===== config.mk =====
export PLATFORM = sky130hd
export DESIGN_NAME = cache_mem_arbiter
export DESIGN_NICKNAME = d
export VERILOG_FILES = /design/src/rtl/cache_mem_arbiter_pkg.sv /design/src/rtl/cache_arb_pick.sv /design/src/rtl/cache_mem_arbiter.sv
export SDC_FILE = /design/constraint.sdc
export NUM_CORES = 1
export LEC_CHECK = 0
export CORE_UTILIZATION = 41
export DETAILED_ROUTE_END_ITERATION = 8
export PLACE_DENSITY = 0.8
export REMOVE_ABC_BUFFERS = 1
export SYNTH_ARGS = -nofsm -noshare
export SYNTH_HDL_FRONTEND = slang
export SYNTH_HIERARCHICAL = 1
export SYNTH_SLANG_ARGS = --single-unit

===== constraint.sdc =====
create_clock -name clk -period 2.1 [get_ports clk]
set_input_delay 0.21 -clock clk [delete_from_list [all_inputs] [get_ports clk]]
set_output_delay 0.21 -clock clk [all_outputs]
set_load 0.01 [all_outputs]

===== src/rtl/cache_mem_arbiter_pkg.sv =====
// Shared definitions for the cache fill path: arbiter state encoding,
// fill-owner encoding and block geometry used by the fill FSMs as well.
package cache_mem_arbiter_pkg;

  typedef enum logic [1:0] {
    IDLE  = 2'd0,
    ISSUE = 2'd1,
    DRAIN = 2'd2
  } arb_state_t;

  localparam logic OWNER_I = 1'b0;
  localparam logic OWNER_D = 1'b1;

  localparam int BLOCK_BYTES = 16;
  localparam int WORD_BYTES  = 2;

endpackage


===== src/rtl/cache_arb_pick.sv =====
// Owner select between the I-cache and D-cache fill requests.
// CACHE_ARB_RR_EN selects round-robin; otherwise the D-cache has fixed priority.
module cache_arb_pick
  import cache_mem_arbiter_pkg::*;
(
  input  logic icache_req,
  input  logic dcache_req,
`ifdef CACHE_ARB_RR_EN
  input  logic last_owner,
`endif
  output logic owner
);

  // Pick the fill owner; a lone request always wins
  always_comb begin
    owner = OWNER_D;
`ifdef CACHE_ARB_RR_EN
    if (icache_req && dcache_req) begin
      owner = ~last_owner;
    end else if (dcache_req) begin
      owner = OWNER_D;
    end else begin
      owner = OWNER_I;
    end
`else
    if (dcache_req) begin
      owner = OWNER_D;
    end else begin
      owner = OWNER_I;
    end
`endif
  end

endmodule


===== src/rtl/cache_mem_arbiter.sv =====
// Arbitrates I/D cache block fills onto the single pipelined memory read port,
// issuing one word address per cycle and steering returns to the fill owner.
// Optional macro CACHE_ARB_RR_EN enables round-robin arbitration.
module cache_mem_arbiter
  import cache_mem_arbiter_pkg::*;
#(
  parameter int WORDS_PER_BLOCK = 8,
  parameter int ADDR_W          = 16
) (
  input  logic              clk,
  input  logic              rst,
  input  logic              icache_req,
  input  logic [ADDR_W-1:0] icache_addr,
  input  logic              dcache_req,
  input  logic [ADDR_W-1:0] dcache_addr,
  output logic              mem_en,
  output logic [ADDR_W-1:0] mem_addr,
  input  logic [15:0]       mem_data,
  input  logic              mem_data_valid,
  output logic [15:0]       fill_data,
  output logic              icache_data_valid,
  output logic              dcache_data_valid,
  output logic              icache_grant,
  output logic              dcache_grant,
  output logic              icache_done,
  output logic              dcache_done
);

  localparam int CNT_W = $clog2(WORDS_PER_BLOCK);
  localparam int OFF_W = CNT_W + 1;
  localparam logic [CNT_W-1:0]  LAST_CNT  = CNT_W'(WORDS_PER_BLOCK - 1);
  localparam logic [ADDR_W-1:0] BASE_MASK = ~ADDR_W'((1 << OFF_W) - 1);

  arb_state_t        state;
  logic              owner;
  logic [ADDR_W-1:0] base;
  logic [CNT_W-1:0]  issue_cnt;
  logic [CNT_W-1:0]  ret_cnt;
  logic              pick_owner;
  logic [ADDR_W-1:0] req_addr;
  logic [ADDR_W-1:0] req_base;
  logic [ADDR_W-1:0] next_addr;
  logic              ret_ok;
  logic              last_ret;

`ifdef CACHE_ARB_RR_EN
  logic last_owner;

  cache_arb_pick u_pick (
    .icache_req (icache_req),
    .dcache_req (dcache_req),
    .last_owner (last_owner),
    .owner      (pick_owner)
  );
`else
  cache_arb_pick u_pick (
    .icache_req (icache_req),
    .dcache_req (dcache_req),
    .owner      (pick_owner)
  );
`endif

  assign req_addr  = (pick_owner == OWNER_D) ? dcache_addr : icache_addr;
  assign req_base  = req_addr & BASE_MASK;
  // Word offsets stay inside the block, so the add never carries past it
  assign next_addr = base + ADDR_W'({issue_cnt + CNT_W'(1), 1'b0});

  // Returns are only meaningful while a fill is in progress
  assign ret_ok            = (state != IDLE) && mem_data_valid;
  assign last_ret          = ret_ok && (ret_cnt == LAST_CNT);
  assign fill_data         = mem_data;
  assign icache_data_valid = ret_ok && (owner == OWNER_I);
  assign dcache_data_valid = ret_ok && (owner == OWNER_D);
  assign icache_done       = last_ret && (owner == OWNER_I);
  assign dcache_done       = last_ret && (owner == OWNER_D);

  // Fill sequencer: grant, address issue and return counting
  always_ff @(posedge clk) begin
    if (rst) begin
      state        <= IDLE;
      owner        <= OWNER_I;
      base         <= '0;
      issue_cnt    <= '0;
      ret_cnt      <= '0;
      mem_en       <= 1'b0;
      mem_addr     <= '0;
      icache_grant <= 1'b0;
      dcache_grant <= 1'b0;
`ifdef CACHE_ARB_RR_EN
      last_owner   <= OWNER_I;
`endif
    end else begin
      case (state)
        IDLE: begin
          if (icache_req || dcache_req) begin
            state        <= ISSUE;
            owner        <= pick_owner;
            base         <= req_base;
            issue_cnt    <= '0;
            ret_cnt      <= '0;
            mem_en       <= 1'b1;
            mem_addr     <= req_base;
            icache_grant <= (pick_owner == OWNER_I);
            dcache_grant <= (pick_owner == OWNER_D);
`ifdef CACHE_ARB_RR_EN
            last_owner   <= pick_owner;
`endif
          end else begin
            state <= IDLE;
          end
        end
        ISSUE: begin
          issue_cnt <= issue_cnt + CNT_W'(1);
          if (issue_cnt == LAST_CNT) begin
            state    <= DRAIN;
            mem_en   <= 1'b0;
            mem_addr <= '0;
          end else begin
            mem_addr <= next_addr;
          end
        end
        DRAIN: begin
          state <= DRAIN;
        end
        default: begin
          state <= IDLE;
        end
      endcase

      // Returns lag issues, so the final return always lands in DRAIN
      if (ret_ok) begin
        ret_cnt <= ret_cnt + CNT_W'(1);
        if (ret_cnt == LAST_CNT) begin
          state        <= IDLE;
          mem_en       <= 1'b0;
          mem_addr     <= '0;
          icache_grant <= 1'b0;
          dcache_grant <= 1'b0;
        end
      end
    end
  end

endmodule


# After elaboration in Yosys (flattened, before gate mapping)
# Index checks and enable logic that the tools add are counted.
[word_totals]
ff_bits = 40
in_bits = 53
out_inout_bits = 39
elab_cells = 63
[op_classes]
reduce_logical = 15
n_eq_ne = 5
addsub = 3
n_bitwise = 2
n_mux = 29
[op_table]
columns = ["operator", "count"]
rows = [
  ["$mux 16", 5],
  ["$pmux 16 s2", 1],
  ["$add 16x4->16", 1],
  ["$mux 1", 14],
  ["$mux 3", 3],
  ["$reduce_bool 2->1", 4],
  ["$add 3x1->3 const B", 2],
  ["$eq 3x3->1 const B", 2],
  ["$logic_and 1x1->1", 6],
  ["$mux 2", 3],
  ["$pmux 2 s3", 1],
  ["$pmux 3 s2", 1],
  ["$reduce_and 2->1", 3],
  ["$eq 2x1->1 const B", 1],
  ["$eq 2x2->1 const B", 1],
  ["$logic_not 2->1", 1],
  ["$ne 2x2->1 const B", 1],
  ["$not 1->1", 2],
  ["$pmux 1 s2", 1],
  ["$logic_or 1x1->1", 1],
]

# Depth between registers and ports, before layout
[logic_depth]
ltp_word = 6
depth_mapped = 6
mapped_depth_nobuf = 5

# Cells and area by module
# The synthesis kept the hierarchy.
[by_module_without_submodules]
columns = ["module", "cells_per_inst", "area_per_inst_um2", "n_inst", "seq_area_each_um2"]
rows = [
  ["cache_mem_arbiter", 220, 1970.6, 1, 800.8],
  ["cache_arb_pick", 1, 7.5, 1, 0.0],
]

# Worst setup path after synthesis
# OpenSTA, ideal clock, no wires.
[synth_timing]
path_type = "flip-flop to flip-flop"
start = "register issue_cnt[0]"
end = "register mem_addr[15]"
path_slack_ps = 615
setup_time_ps = 70
path_buffers = 0
period_less_slack_ps = 1485
arrival_time_ps = 1415
required_ps = 2030
path_stages_with_launch = 6
cell_sequence = "dfxtp_1 -> ha_1 -> ha_1 -> or4bb_1 -> o31a_1 -> a21oi_1"
[synth_between]
elab_chain_len = 6
elab_cells_between_ends = 7
classes_between = "2 x add/sub; 1 x eq/ne; 4 x mux"
[synth_rtl]
columns = ["item", "line_no", "rtl"]
rows = [
  ["from (decl)", "cache_mem_arbiter.sv:37", "logic [CNT_W-1:0] issue_cnt;"],
  ["from (signal assigned)", "cache_mem_arbiter.sv:113", "issue_cnt <= issue_cnt + CNT_W'(1);"],
  ["$add 3x1->3", "cache_mem_arbiter.sv:66", "assign next_addr = base + ADDR_W'({issue_cnt + CNT_W'(1), 1'b0});"],
  ["$add 16x4->16", "cache_mem_arbiter.sv:66", ""],
  ["$mux 16 *", "cache_mem_arbiter.sv:114", "if (issue_cnt == LAST_CNT) begin"],
  ["$pmux 16 s2 *", "cache_mem_arbiter.sv:93", "case (state)"],
  ["$mux 16", "cache_mem_arbiter.sv:133", "if (ret_cnt == LAST_CNT) begin"],
  ["$mux 16 *", "cache_mem_arbiter.sv:131", "if (ret_ok) begin"],
  ["to (signal assigned)", "cache_mem_arbiter.sv:102", "mem_addr <= req_base;"],
  ["to (signal assigned)", "cache_mem_arbiter.sv:119", "mem_addr <= next_addr;"],
  ["to (decl)", "cache_mem_arbiter.sv:17", "output logic [ADDR_W-1:0] mem_addr,"],
]
# Every way passes the cells marked *; elsewhere a longest branch is shown, timed or not.
# A chain may end at the register's enable or synchronous reset.

# Worst setup path after layout
[layout_timing]
start = "register state[1]"
end = "output port icache_done"
[layout_between]
elab_chain_len = 4
[layout_rtl]
columns = ["item", "line_no", "rtl"]
rows = [
  ["from (decl)", "cache_mem_arbiter.sv:34", "arb_state_t state;"],
  ["from (signal assigned)", "cache_mem_arbiter.sv:80", "state <= IDLE;"],
  ["from (signal assigned)", "cache_mem_arbiter.sv:96", "state <= ISSUE;"],
  ["from (signal assigned)", "cache_mem_arbiter.sv:109", "state <= IDLE;"],
  ["$reduce_bool 2->1", "cache_mem_arbiter.sv:69", "assign ret_ok = (state != IDLE) && mem_data_valid;"],
  ["$logic_and 1x1->1", "cache_mem_arbiter.sv:69", ""],
  ["$logic_and 1x1->1", "cache_mem_arbiter.sv:70", "assign last_ret = ret_ok && (ret_cnt == LAST_CNT);"],
  ["$logic_and 1x1->1", "cache_mem_arbiter.sv:74", "assign icache_done = last_ret && (owner == OWNER_I);"],
  ["to (decl)", "cache_mem_arbiter.sv:25", "output logic icache_done,"],
]
# No other way between the ends.

==> impl_metrics.ini <==
[flow_run]
cap_violations = 0

[synthesis]
ys_types = 33
yosys_warnings = 6
synth_area_leaders = dfxtp_1 (40%), a21oi_1 (8.9%), buf_4 (6.8%), o21ai_0 (6.8%), mux2i_1 (4.0%)
synth_top_area_share_pct = 40.5
yosysTopAreaCell = dfxtp_1
syn_inst = 221
yosysSeqAreaShare_pct = 40.5
avgSynthCellArea_um2 = 8.95
ys_ff_latch = 40
async_reset_ff_share_pct = 0
synthFlopType = dfxtp_1
synth_edf_count = 0
netlist_area_um2 = 1980

[floorplan]
rows = 24
fp.dieW_um = 71.5
initial_core_util_pct = 43.9
fp.dieArea_um2 = 5110
core_area_um2 = 4500
die_h_um = 71.5
ios = 92

[sta]
maxSlewViolCount = 0
worst_pin_slew_ns = 0.776
hold_viol_final = 0
setup_ws_ns = 0.0980
finalCritPeriodShare_pct = 95.3
clock.fmax_mhz = 500
finClkSkew_ns = 0.00540
setup_violations = 0
min_period_ns = 2.00
maxSlewHeadroom_pct = 48.2
rsz0062_at_grt = false
setup_tns_ns = 0

[layout]
num_antenna_cells = 0
layout-drive-gt1-share_pct = 9.92
finish.net_count = 308
layout_commonest_cell = clkdlybuf4s50_1
nFillCells = 429
final_cells = 304
mostFrequentLayoutCells = clkdlybuf4s50_1 (51), dfxtp_1 (40), a21oi_1 (35)
syn2layout_area_growth_pct = 25.9

[clock_network]
post_cts_buffers = 0
cts.root.buffer_cell = clkbuf_8
cts_sinks = 40
cts_buffers = 5
clk_pin_slew_ns = 0.08
clockBufferDepth = 2
clock_latency_ns = 0.30
htreeDepth = 2
cts_tree = yes

[critical_path]
worstSetupPathType = reg -> out
max_stage_delay_ns = 0.47
r2r_slack_ns = 0.36
worstPathMaxFanout = 6
cp-start-kind = flop
crit_path_end_kind = output pin
critPathSlowestCell = clkdlybuf4s50_1
path_cells = o21ai_0 -> nor2_1 -> and2_1 -> clkdlybuf4s50_1
arrival_ns = 1.79
critPathRequiredTime_ns = 1.89

[detailed_routing]
drc = 0
first_pass_iters = 4
ant_nets = 0
viasPerCell = 5.67
dr.first_iter.drc_count = 138
wl_per_cell_um = 16.2
drt-total-wl_um = 4930
vias = 1725

[global_route]
antenna_found_initial = 0
track_usage_pct = 20.4
grt_max_degree = 30
grt-ovfl-total = 0
grt_pass1_vias = 1603
grt_first_pass_wirelength_um = 8050

[power]
p_per_area_nw_per_um2 = 693
ir_drop_v = 0.000283
p_leak_nw = 0.897

[placed_design]
port_buffers = 51
gp_congestion = 0.820
place_inst = 296
dp_slack_ns = -0.163
place_hpwl_um = 3230

[worst_hold_path]
hp-class = in -> out

[status]
status = completed
Yosys cell counts (2+ instances only):
master	instances
or4bb_1	2
mux2_2	4
nand3_1	5
o21ai_0	27
clkbuf_1	9
nand4bb_1	6
ha_1	4
nor2_1	4
a211oi_1	8
a31oi_1	4
dfxtp_1	40
o211ai_1	3
nand2_1	10
nand2b_1	4
o31a_1	8
a21oi_1	35
buf_2	7
buf_4	18
and2_1	2
mux2i_1	8
routing by layer:
| layer | share of wire [%] | routed length, um | global-route usage, % | vias to the layer above |
|---|---|---|---|---|
| li1 | - | - | - | 845 |
| met1 | 47 | 2340 | 27.9 | 806 |
| met2 | 44 | 2150 | 29.6 | 68 |
| met3 | 8.1 | 401 | 8.16 | 6 |
| met4 | 0.85 | 42 | 5.45 | 0 |
| met5 | 0 | 0 | 3.03 | - |
critical path: cells and delay by family (launching register included):
kind	cells	cell delay (ns)
compound gates	1	0.40
flops	1	0.36
buf+inv	1	0.47
simple gates	2	0.27
where the power goes:
part           switching, W  internal, W  total, W
logic              0.000158     0.000177  0.000335
clock network      0.000281     0.000266  0.000546
registers         0.0000287     0.000815  0.000844
worst paths after layout:
kind / start / to / cells past startpoint
setup / recovery: state[1]$_SDFF_PP0_ / icache_done / 4
setup reg to reg: state[0]$_SDFF_PP0_ / base[8]$_SDFFE_PP0P_ / 4
hold reg to reg: mem_addr[0]$_SDFF_PP0_ / mem_addr[0]$_SDFF_PP0_ / 2
hold / removal: mem_data[7] / fill_data[7] / 0
stage by stage:
step	cell area (um2)	power [W]	util [%]	hold slack (ns)
floorplan	1760	0.00102	-	0.279
global placement	2390	0.00119	53.1	0.420
detailed placement	2390	0.00119	53.1	0.420
CTS	2490	0.00174	55.3	0.420
global route	2490	0.00181	55.3	0.420
finish	2490	0.00173	55.3	0.420
repair_timing:
item / 4_1_cts / 5_1_grt
gates resized for setup: 0 / 1
endpoints found under the setup margin: 0 / 1
hold buffers: 0 / 0
cell families (layout without fill, tap and decap cells):
family          count (synthesis)  count (layout)  share of synthesized area (%)
fa+ha+maj                       4               4                           2.53
buf+inv                        35              66                           10.9
simple gates                   43              43                           14.4
flops                          40              40                           40.5
compound gates                 87              87                           25.4
mux                            12              12                           6.33
flip-flops by register name, summed over array words and instances, names as in the netlist:
signal	count
base	12
dcache_grant	1
icache_grant	1
issue_cnt	3
mem_addr	16
mem_en	1
owner	1
ret_cnt	3
state	2
final cells by class:
cell class / instances / area [um2] / area share [%]
timing repair buffer: 58 / 563 / 22.6
clock buffer: 6 / 82.6 / 3.31
tap: 52 / 65.1 / 2.61
multi-input combinational: 146 / 965 / 38.7
clock inverter: 2 / 15.0 / 0.603
sequential: 40 / 801 / 32.1
Note: power is estimated with default switching activity, not from simulation.
==> edit 1, RTL diff (config.mk and constraints unchanged) <==
Add a define of `CACHE_ARB_RR_EN`.
--- a/src/rtl/cache_arb_pick.sv
+++ b/src/rtl/cache_arb_pick.sv
@@ -1,5 +1,7 @@
 // Owner select between the I-cache and D-cache fill requests.
 // CACHE_ARB_RR_EN selects round-robin; otherwise the D-cache has fixed priority.
+`define CACHE_ARB_RR_EN
+
 module cache_arb_pick
   import cache_mem_arbiter_pkg::*;
 (
Formal check against the unedited RTL: same outputs for any inputs over 10 cycles, from zero or initial values and one cycle with rst high; that may be too few to reach the edited logic, so the function may still have changed.
==> edit 1 against the original RTL <==
Sequential cell count unchanged. Wire length up 1.3%. Power down 2.7%. Final area up 0.40%. Synthesized area up 0.19%. Clock power down 12%. Worst setup slack better by 110 ps. Combinational power up 4%. Largest cell class unchanged.
==> edit 1: results (changes against the original RTL) <==
Arrival @ worst endpoint = 1680 ps (was 1790 ps)
Leakage power total = 0.911 nW (was 0.897 nW)
I/O Buffers = 51 (unchanged)
Clk pin slew, worst setup/hold paths = 70 ps
Status = finished clean (unchanged)
Overall routed net length = 5.00 mm (was 4.93 mm)
First-pass DRT Iterations = 4 (unchanged)
Placed Area = 2420 µm² (was 2390 µm²)
Max reg flops = 16 (unchanged)
Final std cells w/o fill = 307 (was 304)
Antenna violations before repair = 0 (unchanged)
Routed vias/inst = 5.74 (was 5.67)
First-pass GRT wire length = 8.33 mm (was 8.05 mm)
Synth top area share = 0.404 (was 0.405)
Clock Latency Late Sink = 290 ps
Max VDD drop = 0.000356 V (was 0.000283 V)
Relative slew slack = 0.557 (was 0.482)
Cts bufs inserted = 5 (unchanged)
Post-synth top cells = 40 x dfxtp_1, 35 x a21oi_1, 26 x o21ai_0 (was 40 x dfxtp_1, 35 x a21oi_1, 27 x o21ai_0)
Fill count = 404 (was 429)
RePlAce Congestion = 0.739 (was 0.820)
Share of cells above drive strength 1 = 0.102 (was 0.0992)
Top area cells in the synthesized netlist = dfxtp_1 40%, a21oi_1 8.8%, o21ai_0 6.6% (was dfxtp_1 40%, a21oi_1 8.9%, buf_4 6.8%)
Vias in the first global route = 1801 (was 1603)
Pin count of the biggest net entering global routing = 28 (was 30)
Sequential element share of the synthesized area = 0.404 (was 0.405)
Placed Cells = 300 (was 296)
Root buffer cell = clkbuf_8 (unchanged)
Worst-path maximum fanout = 3 (was 6)
Post-synth cell types = 34 (was 33)
Global-route usage over all layers = 0.212 (was 0.204)
Layout Skew = 6.95 ps (was 5.40 ps)
Number of DRC markers in iteration 0 = 63 (was 138)
DPL Wire Length = 3.56 mm (was 3.23 mm)
-- edit 1: logic make-up (layout without fill, tap and decap cells) --
group | after synthesis | count (layout) | synth area share
and+or+nand+nor | 43 | 43 | 0.142
muxes | 12 | 12 | 0.0631
buffers and inverters | 34 | 68 | 0.106
AOI/OAI and AO/OA | 88 | 88 | 0.259
DFF | 40 | 40 | 0.404
adders and majority gates | 4 | 4 | 0.0253
-- edit 1: power breakdown --
group          switching (mW)  internal [mW]
Sequential             0.0297          0.817
Combinational           0.162          0.188
Clock                   0.256          0.226
-- edit 1: final cells by class --
| class | count | share of cell area |
|---|---|---|
| well taps | 52 | 0.0260 |
| clock inverters | 1 | 0.00200 |
| multi-input cells | 147 | 0.388 |
| flip-flops and latches | 40 | 0.321 |
| repair buffers | 61 | 0.234 |
| clock buffers | 6 | 0.0290 |
-- edit 1: final timing paths --
kind	to	slack, ps	start
max	dcache_done	210	ret_cnt[0]
min	fill_data[5]	420	mem_data[5]
max reg2reg	base[4]	300	state[0]
min reg2reg	mem_addr[0]	460	mem_addr[0]
-- edit 1: critical path, stage by stage (launching register included) --
cell,delay [ps]
dfxtp_1,350
ha_1,160
ha_1,190
and3_1,160
clkdlybuf4s50_1,530
-- edit 1: layer usage --
layer	vias up	share of wire	global-route usage	wire length [µm]
met2	69	0.47	0.342	2370
met3	9	0.083	0.0914	415
li1	863	-	-	-
met1	820	0.43	0.252	2140
met4	0	0.014	0.0675	70
met5	-	0	0.0404	0
-- edit 1: through the flow --
step / hold WS [ps] / util / power, mW / worst slack, ps
3_3_place_gp: 420 / 0.538 / 1.20 / 204
5_1_grt: 420 / 0.555 / 1.76 / 89.8
3_5_place_dp: 420 / 0.538 / 1.21 / 154
6_report: 420 / 0.555 / 1.68 / 212
4_1_cts: 420 / 0.555 / 1.69 / 25.8
2_1_floorplan: 279 / - / 1.03 / 392
==> edit 2, RTL diff (same settings) <==
Made on the original files. Re-encode `arb_state_t` (3 states) as one-hot, 3 bits wide.
--- a/src/rtl/cache_mem_arbiter_pkg.sv
+++ b/src/rtl/cache_mem_arbiter_pkg.sv
@@ -2,10 +2,10 @@
 // fill-owner encoding and block geometry used by the fill FSMs as well.
 package cache_mem_arbiter_pkg;
 
-  typedef enum logic [1:0] {
-    IDLE  = 2'd0,
-    ISSUE = 2'd1,
-    DRAIN = 2'd2
+  typedef enum logic [2:0] {
+    IDLE  = 3'b001,
+    ISSUE = 3'b010,
+    DRAIN = 3'b100
   } arb_state_t;
 
   localparam logic OWNER_I = 1'b0;
Check against the original RTL: same outputs for any inputs over 10 cycles, from zero or initial values and one cycle with rst high; not proved beyond that.
==> edit 2 against the original RTL <==
Sequential cell count rose by 1. Count of clock-buffer cells in the layout rose by 1. Sequential power rose by 4.9%. Maximum frequency rose by 0.65%. Sequential share of layout area rose by 1.4 points. Die area fell by 4.6%. Final area fell by 1.6%. Wire length fell by 10%. Clock power rose by 19%. Worst setup slack improved by 13 ps. Synthesized area fell by 4.7%. Power rose by 11%. Non-clock buffer count did not move. Critical path type unchanged. Largest cell class unchanged.
==> edit 2: results (changes against the original RTL) <==
Status = finished clean (unchanged)
Nets = 313 (was 308)
Sequential element share of the synthesized area = 0.436 (was 0.405)
Routed vias/inst = 5.22 (was 5.67)
Pin count of the biggest net entering global routing = 21 (was 30)
Synthesized-area fraction occupied by adder cells = 0.0266 (was 0.0253)
Antenna violations before repair = 0 (unchanged)
Post-synth cell types = 31 (was 33)
CP endpoint = dcache_done (was icache_done)
Ys Warns = 6 (unchanged)
Wire length per cell = 14.3 µm (was 16.2 µm)
Pre-CTS setup slack = 205 ps (was -163 ps)
Share of cells above drive strength 1 = 0.136 (was 0.0992)
Worst-path maximum fanout = 7 (was 6)
Met1 Use GR = 0.234 (was 0.279)
Hold Startpoint = mem_data[15] (was mem_data[7])
Syn_area_per_cell = 8.53 µm² (was 8.95 µm²)
Slew @ Worst Pin = 504 ps (was 776 ps)
R2R Setup Slk = 510 ps (was 360 ps)
Leakage power total = 0.917 nW (was 0.897 nW)
First-pass DRT Iterations = 4 (unchanged)
FF-to-FF End = state[0] (was base[8])
Global-route usage over all layers = 0.191 (was 0.204)
Tmin final = 1990 ps (was 2000 ps)
Worst R2R Path Depth = 5 (was 4)
RePlAce Congestion = 0.730 (was 0.820)
Overall routed net length = 4.42 mm (was 4.93 mm)
First-pass GRT wire length = 7.16 mm (was 8.05 mm)
Psw = 491 µW (was 467 µW)
Top area cells in the synthesized netlist = dfxtp_1 44%, nand2_1 12%, buf_4 7.2% (was dfxtp_1 40%, a21oi_1 8.9%, buf_4 6.8%)
Synth Area in Compound Gates = 0.139 (was 0.254)
Met3 Usage GRT = 0.105 (was 0.0816)
Max VDD drop = 0.000444 V (was 0.000283 V)
Layout Skew = 7.21 ps (was 5.40 ps)
Setup bufs post-CTS = 0 (unchanged)
Cts bufs inserted = 5 (unchanged)
Root buffer cell = clkbuf_8 (unchanged)
Number of DRC markers in iteration 0 = 61 (was 138)
Met2 usage = 0.284 (was 0.296)
Diode count = 0 (unchanged)
DPL Wire Length = 3.05 mm (was 3.23 mm)
Post-synth top cells = 59 x nand2_1, 41 x dfxtp_1, 25 x a21oi_1 (was 40 x dfxtp_1, 35 x a21oi_1, 27 x o21ai_0)
Worst min path class = primary input to output port (unchanged)
Placed Cells = 301 (was 296)
Multiplexer area fraction after synthesis = 0.0770 (was 0.0633)
# H-tree levels = 2 (unchanged)
Worst R2R Start = state[2] (was state[0])
Post-synthesis xor/xnor area fraction = 0.00465 (was 0)
Reg with most FFs = mem_addr (unchanged)
Vias in the first global route = 1553 (was 1603)
Largest regs = mem_addr (16), base (12) (unchanged)
edit 2: how the worst min path moves through the flow:
| stage | cells past startpoint | end |
|---|---|---|
| 6_report | 0 | fill_data[15] |
| 5_1_grt | 0 | fill_data[15] |
| 4_1_cts | 0 | fill_data[15] |
| 3_5_place_dp | 0 | fill_data[15] |
| 3_3_place_gp | 0 | fill_data[15] |
| 2_1_floorplan | 1 | base[10] |
edit 2: stage by stage:
| step | total power [mW] | hold WS [ps] | utilization | instance area [µm²] |
|---|---|---|---|---|
| 2_1_floorplan | 1.08 | 279 | - | 1690 |
| 3_3_place_gp | 1.27 | 420 | 0.531 | 2330 |
| 3_5_place_dp | 1.28 | 420 | 0.531 | 2330 |
| 4_1_cts | 1.93 | 420 | 0.558 | 2440 |
| 5_1_grt | 2.02 | 420 | 0.559 | 2450 |
| 6_report | 1.92 | 420 | 0.559 | 2450 |
edit 2: per-layer routing:
metal / vias up / share of wire / wire length [µm]
met1: 737 / 0.45 / 2000
li1: 802 / - / -
met5: - / 0 / 0
met2: 70 / 0.44 / 1940
met4: 0 / 0.011 / 50
met3: 5 / 0.097 / 430
edit 2: critical path: stages (launching register included):
cell and delay (ps):
dfxtp_2 400, nand2b_4 180, o21a_2 200, and3_1 170, clkdlybuf4s50_1 530
edit 2: power by group through the flow:
stage                     sequential [mW]  combinational, mW  clock (mW)
after floorplan                     0.908              0.172           0
after global placement              0.899              0.374           0
after detailed placement            0.901              0.379           0
after CTS                           0.883              0.383       0.663
after global routing                0.893              0.415       0.707
final                               0.885              0.381       0.652
edit 2: repair_timing:
| item | in CTS | in global routing |
|---|---|---|
| endpoints found under the setup margin | 3 | 3 |
| endpoints found under the hold margin | 0 | 0 |
| cloned | 0 | 0 |
| gates resized for setup | 2 | 3 |
edit 2: kinds of logic after synthesis:
| family | Yosys count |
|---|---|
| AND/OR/NAND/NOR | 88 |
| AO/OA/AOI/OAI | 44 |
| flip-flops | 41 |
| buffers and inverters | 30 |
| multiplexers | 13 |
| adder cells (fa/ha/maj) | 4 |
| XOR/XNOR | 1 |
edit 2: cell type report:
| class | count | area [µm²] |
|---|---|---|
| Multi-Input combinational cell | 150 | 871 |
| Sequential cell | 41 | 823 |
| Clock buffer | 7 | 86.3 |
| Fill cell | 389 | 1930 |
| Timing Repair Buffer | 58 | 576 |
| Tap cell | 52 | 65.1 |
| Clock inverter | 1 | 30.0 |
